### src/rtl/adder3_stream_reducer.sv
// rtl/adder3_stream_reducer.sv - reduces a burst of 8-bit words to one sum via a shared 3-operand adder
module adder3_stream_reducer #(
    parameter int SUM_WIDTH = 16,
    parameter int CNT_WIDTH = 8
) (
    input  logic                 clk,
    input  logic                 rst,
    input  logic                 in_valid,
    output logic                 in_ready,
    input  logic [7:0]           in_data,
    input  logic                 in_last,
    output logic                 out_valid,
    input  logic                 out_ready,
    output logic [SUM_WIDTH-1:0] out_sum,
    output logic [CNT_WIDTH-1:0] out_count,
    output logic                 out_overflow
);

    typedef enum logic [1:0] {WAIT_A, WAIT_B, OUTPUT} state_t;

    state_t               state, state_next;
    logic [SUM_WIDTH-1:0] acc, acc_next;
    logic [7:0]           hold, hold_next;
    logic [CNT_WIDTH-1:0] count, count_next, count_inc;
    logic                 ovf, ovf_next;
    logic [7:0]           op_a, op_b;
    logic                 do_add;
    logic [SUM_WIDTH+1:0] sum_wide;
    logic                 accept, take;

    assign in_ready     = (state != OUTPUT);
    assign out_valid    = (state == OUTPUT);
    assign out_sum      = acc;
    assign out_count    = count;
    assign out_overflow = ovf;

    assign accept = in_valid && in_ready;
    assign take   = out_valid && out_ready;

    assign count_inc = (count == {CNT_WIDTH{1'b1}}) ? count
                     : count + {{(CNT_WIDTH-1){1'b0}}, 1'b1};

    // Two guard bits catch the carry of the 3-operand add.
    assign sum_wide = {2'b00, acc}
                    + {{(SUM_WIDTH-6){1'b0}}, op_a}
                    + {{(SUM_WIDTH-6){1'b0}}, op_b};

    always_comb begin
        state_next = state;
        acc_next   = acc;
        hold_next  = hold;
        count_next = count;
        ovf_next   = ovf;
        op_a       = 8'd0;
        op_b       = 8'd0;
        do_add     = 1'b0;
        case (state)
            WAIT_A: begin
                if (accept) begin
                    count_next = count_inc;
                    if (in_last) begin
                        // Odd-length tail: add the lone word with a zero partner.
                        op_a       = in_data;
                        do_add     = 1'b1;
                        state_next = OUTPUT;
                    end else begin
                        hold_next  = in_data;
                        state_next = WAIT_B;
                    end
                end
            end
            WAIT_B: begin
                if (accept) begin
                    count_next = count_inc;
                    op_a       = hold;
                    op_b       = in_data;
                    do_add     = 1'b1;
                    state_next = in_last ? OUTPUT : WAIT_A;
                end
            end
            OUTPUT: begin
                if (take) begin
                    acc_next   = '0;
                    count_next = '0;
                    ovf_next   = 1'b0;
                    state_next = WAIT_A;
                end
            end
            default: state_next = WAIT_A;
        endcase
        if (do_add) begin
            acc_next = sum_wide[SUM_WIDTH-1:0];
            if (|sum_wide[SUM_WIDTH+1:SUM_WIDTH])
                ovf_next = 1'b1;
        end
    end

    always_ff @(posedge clk) begin
        if (rst) begin
            state <= WAIT_A;
            acc   <= '0;
            hold  <= '0;
            count <= '0;
            ovf   <= 1'b0;
        end else begin
            state <= state_next;
            acc   <= acc_next;
            hold  <= hold_next;
            count <= count_next;
            ovf   <= ovf_next;
        end
    end

endmodule

### config.mk
export PLATFORM = sky130hd
export DESIGN_NAME = adder3_stream_reducer
export DESIGN_NICKNAME = d
export VERILOG_FILES = /design/src/rtl/adder3_stream_reducer.sv
export SDC_FILE = /design/constraint.sdc
export NUM_CORES = 1
export LEC_CHECK = 0
export ABC_CLOCK_PERIOD_IN_PS = 6000
export BUFFER_PORTS_ARGS = -buffer_cell sky130_fd_sc_hd__buf_2
export CAP_MARGIN = 40
export CORE_ASPECT_RATIO = 0.75
export CORE_MARGIN = 2
export CORE_UTILIZATION = 35
export DETAILED_ROUTE_END_ITERATION = 10
export PLACE_DENSITY = 0.53
export SKIP_LAST_GASP = 1
export SLEW_MARGIN = 20
export SYNTH_ARGS = -nofsm -noshare
export SYNTH_HDL_FRONTEND = slang
export SYNTH_SLANG_ARGS = --single-unit
### constraint.sdc
create_clock -name clk -period 6 [get_ports clk]
set_clock_uncertainty 0.2 [all_clocks]
set_input_delay 0.3 -clock clk [delete_from_list [all_inputs] [get_ports clk]]
set_output_delay 0.3 -clock clk [all_outputs]
set_load 0.02 [all_outputs]
==> out/qor.csv, run 1 <==
stage;metric;value;unit
global_routing;first-pass GRT wire length;8.72;mm
critical_path;slowest CP cell;and2b_1;
clock_tree;CTS sink cnt;35;
global_routing;grt total ovfl;0;
yosys;cell count after synthesis;233;
sta;Final TNS setup;0;ns
global_routing;largest net degree at the start of global routing;24;
floorplan;die area;6620;um2
critical_path;critical path capture point type;register;
sta;Fmax;0.249;GHz
yosys;post-synth top area share;0.335;
floorplan;Initial Utilization;0.361;
yosys;Synth Cell Area;2090;um2
floorplan;die width;93.3;um
sta;RSZ-0062 raised after global routing;false;
sta;final setup violating endpoints;0;
routing;overall routed net length;5.17;mm
floorplan;core area;5800;um2
sta;Final min period;4.02;ns
yosys;Avg Synthesized Cell Area;8.98;um2
power;P_leak;1.11;nW
global_routing;number of global-route vias before repair;1719;
place;RD Place Congestion;0.858;
cells_and_area;final net count;306;
place;Place WS;2.00;ns
critical_path;CP Buf/Inv Count;0;
power;Comb power frac;0.145;
sta;Pins Over Slew Limit;0;
clock_tree;clk buf depth;2;
sta;worst hold slack;0.0799;ns
floorplan;Ports;40;
power;Reg power frac;0.495;
critical_path;Top cell by count, worst path;fa_1;
power;P_int;0.355;mW
place;Detailed Place HPWL;3.90;mm
global_routing;initial antenna violation count;0;
routing;vias;1819;
cells_and_area;most common cell after layout, fill and taps aside;buf_2;
cells_and_area;Filler Cell Count;605;
place;DP Cell Count;346;
sta;fin worst setup slack;1.98;ns
routing;DR vias/cell;5.15;
clock_tree;worst skew pair latency;0.29;ns
power;Sw Ratio;0.286;
critical_path;delay-heaviest family, CP;adder cells;
yosys;Yosys warning total;0;
sta;Period Utilization, post-route;0.670;
routing;DR DRC count;0;
critical_path;Crit Path Max Fanout;15;
critical_path;Critical Path Start Type;register;
hold_path;Hold Path Class;in -> reg;
global_routing;met1 usage;0.256;
yosys;number of synthesized register bits;35;
global_routing;busiest layer in global routing;met1;
cells_and_area;Final Core Density;0.424;
routing;remaining antenna violation count;0;
clock_tree;CTS tree;built;
floorplan;Core Rows;24;
yosys;top_reg_cell synth;dfxtp_1;
global_routing;grt met2 use;0.228;
critical_path;critical-path cell list;and2b_1, nand2_1, nor2_1, a22o_1, fa_1, ha_1, fa_1, a211oi_1, o21a_1, o21ai_4, nand4_1, mux2_1;
clock_tree;Resize count post-CTS;0;
power;Psw;0.143;mW
clock_tree;H-tree depth;2;
yosys;Seq/Total Area, Yosys;0.335;
yosys;Async SR Flop Fraction;0;
power;clock share of power;0.361;
status;status;complete, no violations;
critical_path;CP peak stage delay;0.44;ns
power;P per Cell Area;202;nW/um2
yosys;ranking of synthesized cells by area;dfxtp_1, fa_1, ha_1, nand2_1, a21oi_1;
cells_and_area;Diodes inserted;0;
clock_tree;clock transition at the registers of the reported paths;0.08;ns
clock_tree;hold-fix buffers at CTS;0;
yosys;EDFF count, synth;0;
floorplan;DIE HEIGHT;71.0;um
critical_path;Worst EP arrival;4.00;ns
yosys;library cells used by synthesis;43;
power;VDD IR max;81.7;uV
cells_and_area;most frequent cells in the layout;buf_2, dfxtp_1, nand2_1;
routing;DR iter-0 viols;40;
yosys;syn nets;264;
clock_tree;CTS root buffer;clkbuf_8;
sta;Slew headroom;0.573;
cells_and_area;Area growth syn-to-layout;17.5;%
sta;final hold violations;0;
sta;slew of the pin with the lowest slew margin;0.633;ns
critical_path;kind of critical path;reg -> reg;
clock_tree;cts bufs inserted;5;
cells_and_area;final cell count without fillers;353;
global_routing;GRT Total Usage;0.168;
cells_and_area;Reg area;701;um2
cells_and_area;share of cells above drive strength 1;0.211;
routing;Routed WL per cell;14.6;um
clock_tree;postcts setup bufs;0;
global_routing;GRT met3 Usage;0.0383;
critical_path;WP data required;5.99;ns
yosys;Yosys top cell by area;dfxtp_1;
place;IO buf count;39;
routing;drt pass-1 iters;4;
run;maxcap violations;0;
cells_and_area;Multi-input gate area;1360;um2
synth_stat cells, types with 2 or more instances:
cell type	instances
xnor2_1	10
a21oi_1	21
nand2b_1	2
dfxtp_1	35
o21ai_0	4
and3_1	10
nor2_2	2
o21a_1	3
nand3_1	5
nand2_1	30
nand4_1	5
ha_1	9
a211oi_1	4
a21o_1	3
o31ai_1	2
o211ai_1	3
and2b_1	2
inv_1	5
nor2_1	21
and2_1	2
fa_1	9
a22oi_1	4
clkbuf_1	5
xor2_1	2
a31o_2	2
a32o_1	5
nor3_1	5
a22o_1	8
metal layers:
layer  vias up  wire [um]
met5         -          0
met4         0        107
met3        11        167
met2        36       2030
met1       846       2870
li1        926          -
state kept, by name, indices dropped and copies added (netlist names):
register	flops
state	2
out_count	8
out_sum	16
hold	8
out_overflow	1
power groups by stage:
stage / Clock (mW) / Sequential [mW] / Combinational, mW
after floorplan: 0 / 0.254 / 0.0458
after global placement: 0 / 0.252 / 0.0715
after detailed placement: 0 / 0.252 / 0.0718
after CTS: 0.186 / 0.246 / 0.0724
after global routing: 0.194 / 0.248 / 0.0809
final: 0.180 / 0.246 / 0.0720
worst reg2reg max path: stages (launching register included):
cell and delay, ns:
dfxtp_1 0.34, and2b_1 0.44, nand2_1 0.13, nor2_1 0.38
a22o_1 0.24, fa_1 0.43, ha_1 0.25, fa_1 0.43
a211oi_1 0.33, o21a_1 0.23, o21ai_4 0.10, nand4_1 0.12
mux2_1 0.31
layout make-up:
| cell class | instances | area share |
|---|---|---|
| multi-input cells | 188 | 0.551 |
| flip-flops and latches | 35 | 0.285 |
| repair buffers | 40 | 0.0814 |
| well taps | 78 | 0.0397 |
| clock buffers | 6 | 0.0336 |
| inverters | 5 | 0.00763 |
| clock inverters | 1 | 0.00203 |
through the flow:
| step | area [um2] | power, mW |
|---|---|---|
| global route | 2460 | 0.522 |
| CTS | 2460 | 0.505 |
| finish | 2460 | 0.498 |
| detailed placement | 2370 | 0.324 |
| global placement | 2370 | 0.323 |
| floorplan | 2090 | 0.300 |
final timing paths:
check / startpoint / end / slack, ns / cells after the start
max: state[1] / out_sum[11] / 1.98 / 12
min: in_data[5] / hold[5] / 0.08 / 3
max reg2reg: state[1] / out_sum[11] / 1.98 / 12
min reg2reg: hold[7] / hold[7] / 0.26 / 2
cells by family (layout without fill, tap and decap cells):
family / count (synthesis) / after routing / share of synthesized area
AOI/OAI and AO/OA: 64 / 64 / 0.221
xor gates and xnor gates: 12 / 12 / 0.0502
adders and majority gates: 18 / 18 / 0.140
buffers and inverters: 10 / 52 / 0.0179
DFF: 35 / 35 / 0.335
muxes: 3 / 3 / 0.0155
and+or+nand+nor: 91 / 91 / 0.221
Note: power is estimated with default switching activity, not from simulation.
==> run 2, diff against run 1 <==
- ABC_CLOCK_PERIOD_IN_PS: 6000 -> 4000
- clock period: 6 -> 4 ns (I/O delays scaled with it)
==> out/qor.csv, run 2 (synthesized netlist as in run 1, its figures left out) <==
stage;metric;value;unit;change
status;status;complete, no violations;;
hold_path;Hold Path Class;in -> reg;;
clock_tree;clock transition at the registers of the reported paths;0.08;ns;about the same
sta;Final min period;3.59;ns;-0.432 ns
sta;Period Utilization, post-route;0.897;;+0.227
cells_and_area;Diodes inserted;0;;unchanged
routing;overall routed net length;5.25;mm;+1.5%
cells_and_area;share of cells above drive strength 1;0.213;;+0.00238
routing;DR iter-0 viols;67;;+68%
clock_tree;clk buf depth;2;;unchanged
global_routing;grt total ovfl;0;;unchanged
clock_tree;worst skew pair latency;0.29;ns;about the same
floorplan;die area;6620;um2;unchanged
sta;Slew headroom;0.578;;+0.00526
power;Reg power frac;0.476;;-0.019
clock_tree;CTS sink cnt;35;;unchanged
clock_tree;CTS root buffer;clkbuf_8;;
sta;Pins Over Slew Limit;0;;unchanged
clock_tree;CTS tree;built;;
power;P_int;0.561;mW;+58%
place;IO buf count;39;;unchanged
cells_and_area;final cell count without fillers;364;;+3.1%
critical_path;Critical Path Start Type;register;;
run;maxcap violations;0;;unchanged
place;Post-DP Area;2390;um2;+0.63%
place;DP Cell Count;348;;+0.58%
routing;Routed WL per cell;14.4;um;-1.5%
critical_path;kind of critical path;reg -> reg;;
cells_and_area;Area growth syn-to-layout;22.8;%;
sta;Final TNS setup;0;ns;unchanged
cells_and_area;fin area;2570;um2;+4.5%
global_routing;largest net degree at the start of global routing;24;;unchanged
routing;drt pass-1 iters;4;;unchanged
power;P per Cell Area;302;nW/um2;+49%
clock_tree;cts bufs inserted;5;;unchanged
critical_path;critical path capture point type;register;;
global_routing;number of global-route vias before repair;1720;;+0.058%
critical_path;Crit Path Max Fanout;16;;+1
critical_path;WP data required;3.98;ns;-2.01 ns
routing;remaining antenna violation count;0;;unchanged
cells_and_area;most frequent cells in the layout;buf_2, dfxtp_1, nand2_1;;
routing;DR DRC count;0;;unchanged
floorplan;die width;93.3;um;unchanged
floorplan;core area;5800;um2;unchanged
floorplan;DIE HEIGHT;71.0;um;unchanged
floorplan;Initial Utilization;0.361;;unchanged
cells_and_area;final net count;316;;+3.3%
power;clock share of power;0.375;;+0.014
critical_path;Worst EP arrival;3.57;ns;-0.43 ns
sta;final hold violations;0;;unchanged
place;Detailed Place HPWL;4.03;mm;+3.2%
cells_and_area;most common cell after layout, fill and taps aside;buf_2;;
routing;vias;1874;;+3.0%
sta;final setup violating endpoints;0;;unchanged
sta;Fmax;0.279;GHz;+12%
floorplan;Ports;40;;unchanged
global_routing;GRT Total Usage;0.169;;+0.000567
clock_tree;H-tree depth;2;;unchanged
global_routing;initial antenna violation count;0;;unchanged
sta;RSZ-0062 raised after global routing;false;;
cells_and_area;Final Core Density;0.444;;+0.0192
power;Psw;0.215;mW;+51%
power;Comb power frac;0.150;;+0.005
global_routing;first-pass GRT wire length;8.72;mm;unchanged
sta;slew of the pin with the lowest slew margin;0.626;ns;-0.00781 ns
sta;worst hold slack;0.0241;ns;-0.0558 ns
place;RD Place Congestion;0.828;;-3.5%
floorplan;Core Rows;24;;unchanged
power;P_leak;1.16;nW;+4.2%
power;Sw Ratio;0.277;;-0.00899
routing;DR vias/cell;5.15;;about the same
cells_and_area;max reg flops;16;;unchanged
power;VDD IR max;155;uV;+90%
-- run 2: final cells by class --
| cell class | instances | area [um2] |
|---|---|---|
| sequential | 35 | 701 |
| multi-input combinational | 188 | 1360 |
| clock buffer | 7 | 96.3 |
| fill | 588 | 3220 |
| inverter | 5 | 18.8 |
| tap | 78 | 97.6 |
| timing repair buffer | 50 | 295 |
| clock inverter | 1 | 7.51 |
-- run 2: critical path, stage by stage (launching register included) --
cell and delay (ns):
dfxtp_1 0.58, and2_1 0.35, a22o_1 0.21, fa_1 0.43
ha_1 0.26, fa_1 0.43, a211oi_1 0.26, o21a_1 0.22
o21ai_4 0.10, nand4_1 0.12, mux2_1 0.33
-- run 2: worst paths after layout --
check                           slack, ns      start           to  cells after the start
worst max-delay path                 0.41   state[0]  out_sum[11]                     10
worst min-delay path                 0.02  out_ready     state[1]                      3
worst max register to register       0.41   state[0]  out_sum[11]                     10
worst min register to register       0.26    hold[1]      hold[1]                      2
-- run 2: per-layer routing --
metal / vias to the layer above / routed length (um) / global-route usage
met5: - / 0 / 0
met4: 0 / 25 / 0.0490
met3: 2 / 231 / 0.0362
met2: 33 / 2220 / 0.237
met1: 890 / 2770 / 0.259
li1: 949 / - / -
-- run 2: repair_timing --
action | CTS | global route
setup buffers | 0 | 0
hold buffers | 8 | 0
endpoints found under the hold margin | 8 | 0
gates resized for setup | 0 | 0
-- run 2: metrics by stage --
stage	worst slack, ns	power [mW]
floorplan	0.517	0.450
global placement	0.492	0.487
detailed placement	0.420	0.488
CTS	0.407	0.785
global route	0.209	0.821
finish	0.414	0.777
-- run 2: power groups by stage --
stage	Clock, mW	Combinational, mW	Sequential, mW
after floorplan	0	0.0687	0.381
after global placement	0	0.110	0.378
after detailed placement	0	0.110	0.378
after CTS	0.299	0.116	0.370
after global routing	0.320	0.130	0.371
final	0.291	0.116	0.369
==> run 3, diff against run 2 <==
- MAX_ROUTING_LAYER: default -> met4
==> out/qor.csv, run 3 (synthesized netlist as in run 1, its figures left out) <==
stage;metric;value;unit;change
sta;Final TNS setup;0;ns;unchanged
power;Sw Ratio;0.277;;about the same
floorplan;core area;5800;um2;unchanged
clock_tree;worst skew pair latency;0.29;ns;about the same
sta;RSZ-0062 raised after global routing;false;;
power;Final Power;0.777;mW;about the same
sta;final hold violations;0;;unchanged
routing;vias;1877;;+0.16%
hold_path;hold-critical path endpoint;state[1];;
floorplan;die area;6620;um2;unchanged
sta;worst hold slack;0.0230;ns;-0.00113 ns
global_routing;largest net degree at the start of global routing;24;;unchanged
cells_and_area;fin area;2570;um2;unchanged
routing;DR DRC count;0;;unchanged
clock_tree;cts bufs inserted;5;;unchanged
sta;Fmax;0.278;GHz;-0.45%
power;Reg power frac;0.476;;about the same
place;RD Place Congestion;0.841;;+1.5%
cells_and_area;Diodes inserted;0;;unchanged
global_routing;initial antenna violation count;0;;unchanged
critical_path;WP data required;3.98;ns;about the same
power;P per Cell Area;302;nW/um2;about the same
routing;drt pass-1 iters;4;;unchanged
global_routing;first-pass GRT wire length;8.70;mm;-0.24%
clock_tree;clock transition at the registers of the reported paths;0.08;ns;about the same
power;Comb power frac;0.150;;about the same
cells_and_area;final net count;316;;unchanged
cells_and_area;max reg flops;16;;unchanged
critical_path;Worst EP arrival;3.58;ns;about the same
place;Detailed Place HPWL;4.03;mm;unchanged
global_routing;GRT Total Usage;0.174;;+0.00472
critical_path;delay-heaviest family, CP;adder cells;;
sta;final setup violating endpoints;0;;unchanged
sta;slew of the pin with the lowest slew margin;0.637;ns;+0.0114 ns
clock_tree;CTS sink cnt;35;;unchanged
critical_path;reg2reg setup slack;0.40;ns;-0.02 ns
clock_tree;hold-fix buffers at CTS;8;;unchanged
sta;Slew headroom;0.572;;-0.00644
cells_and_area;Final Core Density;0.444;;unchanged
cells_and_area;most frequent cells in the layout;buf_2, dfxtp_1, nand2_1;;
floorplan;Core Rows;24;;unchanged
place;IO buf count;39;;unchanged
floorplan;die width;93.3;um;unchanged
critical_path;kind of critical path;reg -> reg;;
clock_tree;postcts setup bufs;0;;unchanged
power;Psw;0.215;mW;about the same
critical_path;Top cell by count, worst path;fa_1;;
routing;Routed WL per cell;14.5;um;+0.67%
critical_path;CP peak stage delay;0.58;ns;about the same
floorplan;Initial Utilization;0.361;;unchanged
sta;Final min period;3.60;ns;+0.0162 ns
critical_path;Worst R2R Start;state[0];;
run;maxcap violations;0;;unchanged
sta;Period Utilization, post-route;0.901;;+0.00404
cells_and_area;most common cell after layout, fill and taps aside;buf_2;;
critical_path;critical path capture point type;register;;
sta;Pins Over Slew Limit;0;;unchanged
routing;DR vias/cell;5.16;;+0.16%
routing;overall routed net length;5.28;mm;+0.67%
routing;DR iter-0 viols;65;;-3.0%
power;P_leak;1.16;nW;unchanged
cells_and_area;share of cells above drive strength 1;0.213;;unchanged
critical_path;slowest CP cell;dfxtp_1;;
clock_tree;CTS root buffer;clkbuf_8;;
critical_path;critical-path cell list;and2_1, a22o_1, fa_1, ha_1, fa_1, a211oi_1, o21a_1, o21ai_4, nand4_1, mux2_1;;
clock_tree;CTS tree;built;;
status;status;complete, no violations;;
critical_path;R2R depth;10;;unchanged
cells_and_area;Area growth syn-to-layout;22.8;%;unchanged
clock_tree;Resize count post-CTS;0;;unchanged
hold_path;Hold Path Class;in -> reg;;
power;clock share of power;0.375;;about the same
floorplan;Ports;40;;unchanged
power;P_int;0.561;mW;about the same
clock_tree;H-tree depth;2;;unchanged
clock_tree;clk buf depth;2;;unchanged
critical_path;Critical Path Start Type;register;;
critical_path;Crit Path Max Fanout;16;;unchanged
hold_path;Hold Startpoint;out_ready;;
global_routing;grt total ovfl;0;;unchanged
power;VDD IR max;154;uV;-0.54%
hold_path;Hold Path Stages;3;;unchanged
floorplan;DIE HEIGHT;71.0;um;unchanged
global_routing;number of global-route vias before repair;1719;;-0.058%
routing;remaining antenna violation count;0;;unchanged
place;Post-DP Area;2390;um2;unchanged
critical_path;CP Buf/Inv Count;0;;unchanged
critical_path;r2r endpoint;out_sum[11];;
-- run 3: cell counts in the layout (fill, tap and decap cells not counted) --
Identical to the previous run, type by type.
-- run 3: metrics by stage --
step,setup WS [ns],cells
final,0.398,364
after global routing,0.209,364
after CTS,0.407,364
after detailed placement,0.420,348
after global placement,0.492,347
after floorplan,0.517,233
-- run 3: power groups by stage --
stage / logic, mW / registers [mW] / clock network (mW)
global route: 0.130 / 0.371 / 0.320
finish: 0.116 / 0.369 / 0.291
floorplan: 0.0687 / 0.381 / 0
detailed placement: 0.110 / 0.378 / 0
CTS: 0.116 / 0.370 / 0.299
global placement: 0.110 / 0.378 / 0
-- run 3: layout make-up --
class | count | area, um2
fillers | 588 | 3220
multi-input cells | 188 | 1360
flip-flops and latches | 35 | 701
repair buffers | 50 | 295
well taps | 78 | 97.6
clock buffers | 7 | 96.3
inverters | 5 | 18.8
clock inverters | 1 | 7.51
-- run 3: worst max-delay path by stage --
stage | start | slack (ns) | to | depth (start not counted)
2_1_floorplan | state[1] | 0.52 | out_sum[11] | 12
3_3_place_gp | state[1] | 0.49 | out_sum[11] | 11
3_5_place_dp | state[0] | 0.42 | out_sum[11] | 10
4_1_cts | state[0] | 0.41 | out_sum[11] | 10
5_1_grt | state[0] | 0.21 | out_sum[11] | 10
6_report | state[0] | 0.40 | out_sum[11] | 10
-- run 3: tightest hold or removal path, cell delays in order --
cell      delay, ns
buf_2          0.11
nand2b_1       0.10
a21oi_1        0.05
-- run 3: routing by layer --
| layer | vias to the layer above | track usage | wire length [um] |
|---|---|---|---|
| met4 | 0 | 0.0490 | 38 |
| li1 | 951 | - | - |
| met2 | 34 | 0.237 | 2200 |
| met1 | 888 | 0.257 | 2840 |
| met3 | 4 | 0.0362 | 202 |
| met5 | - | - | 0 |
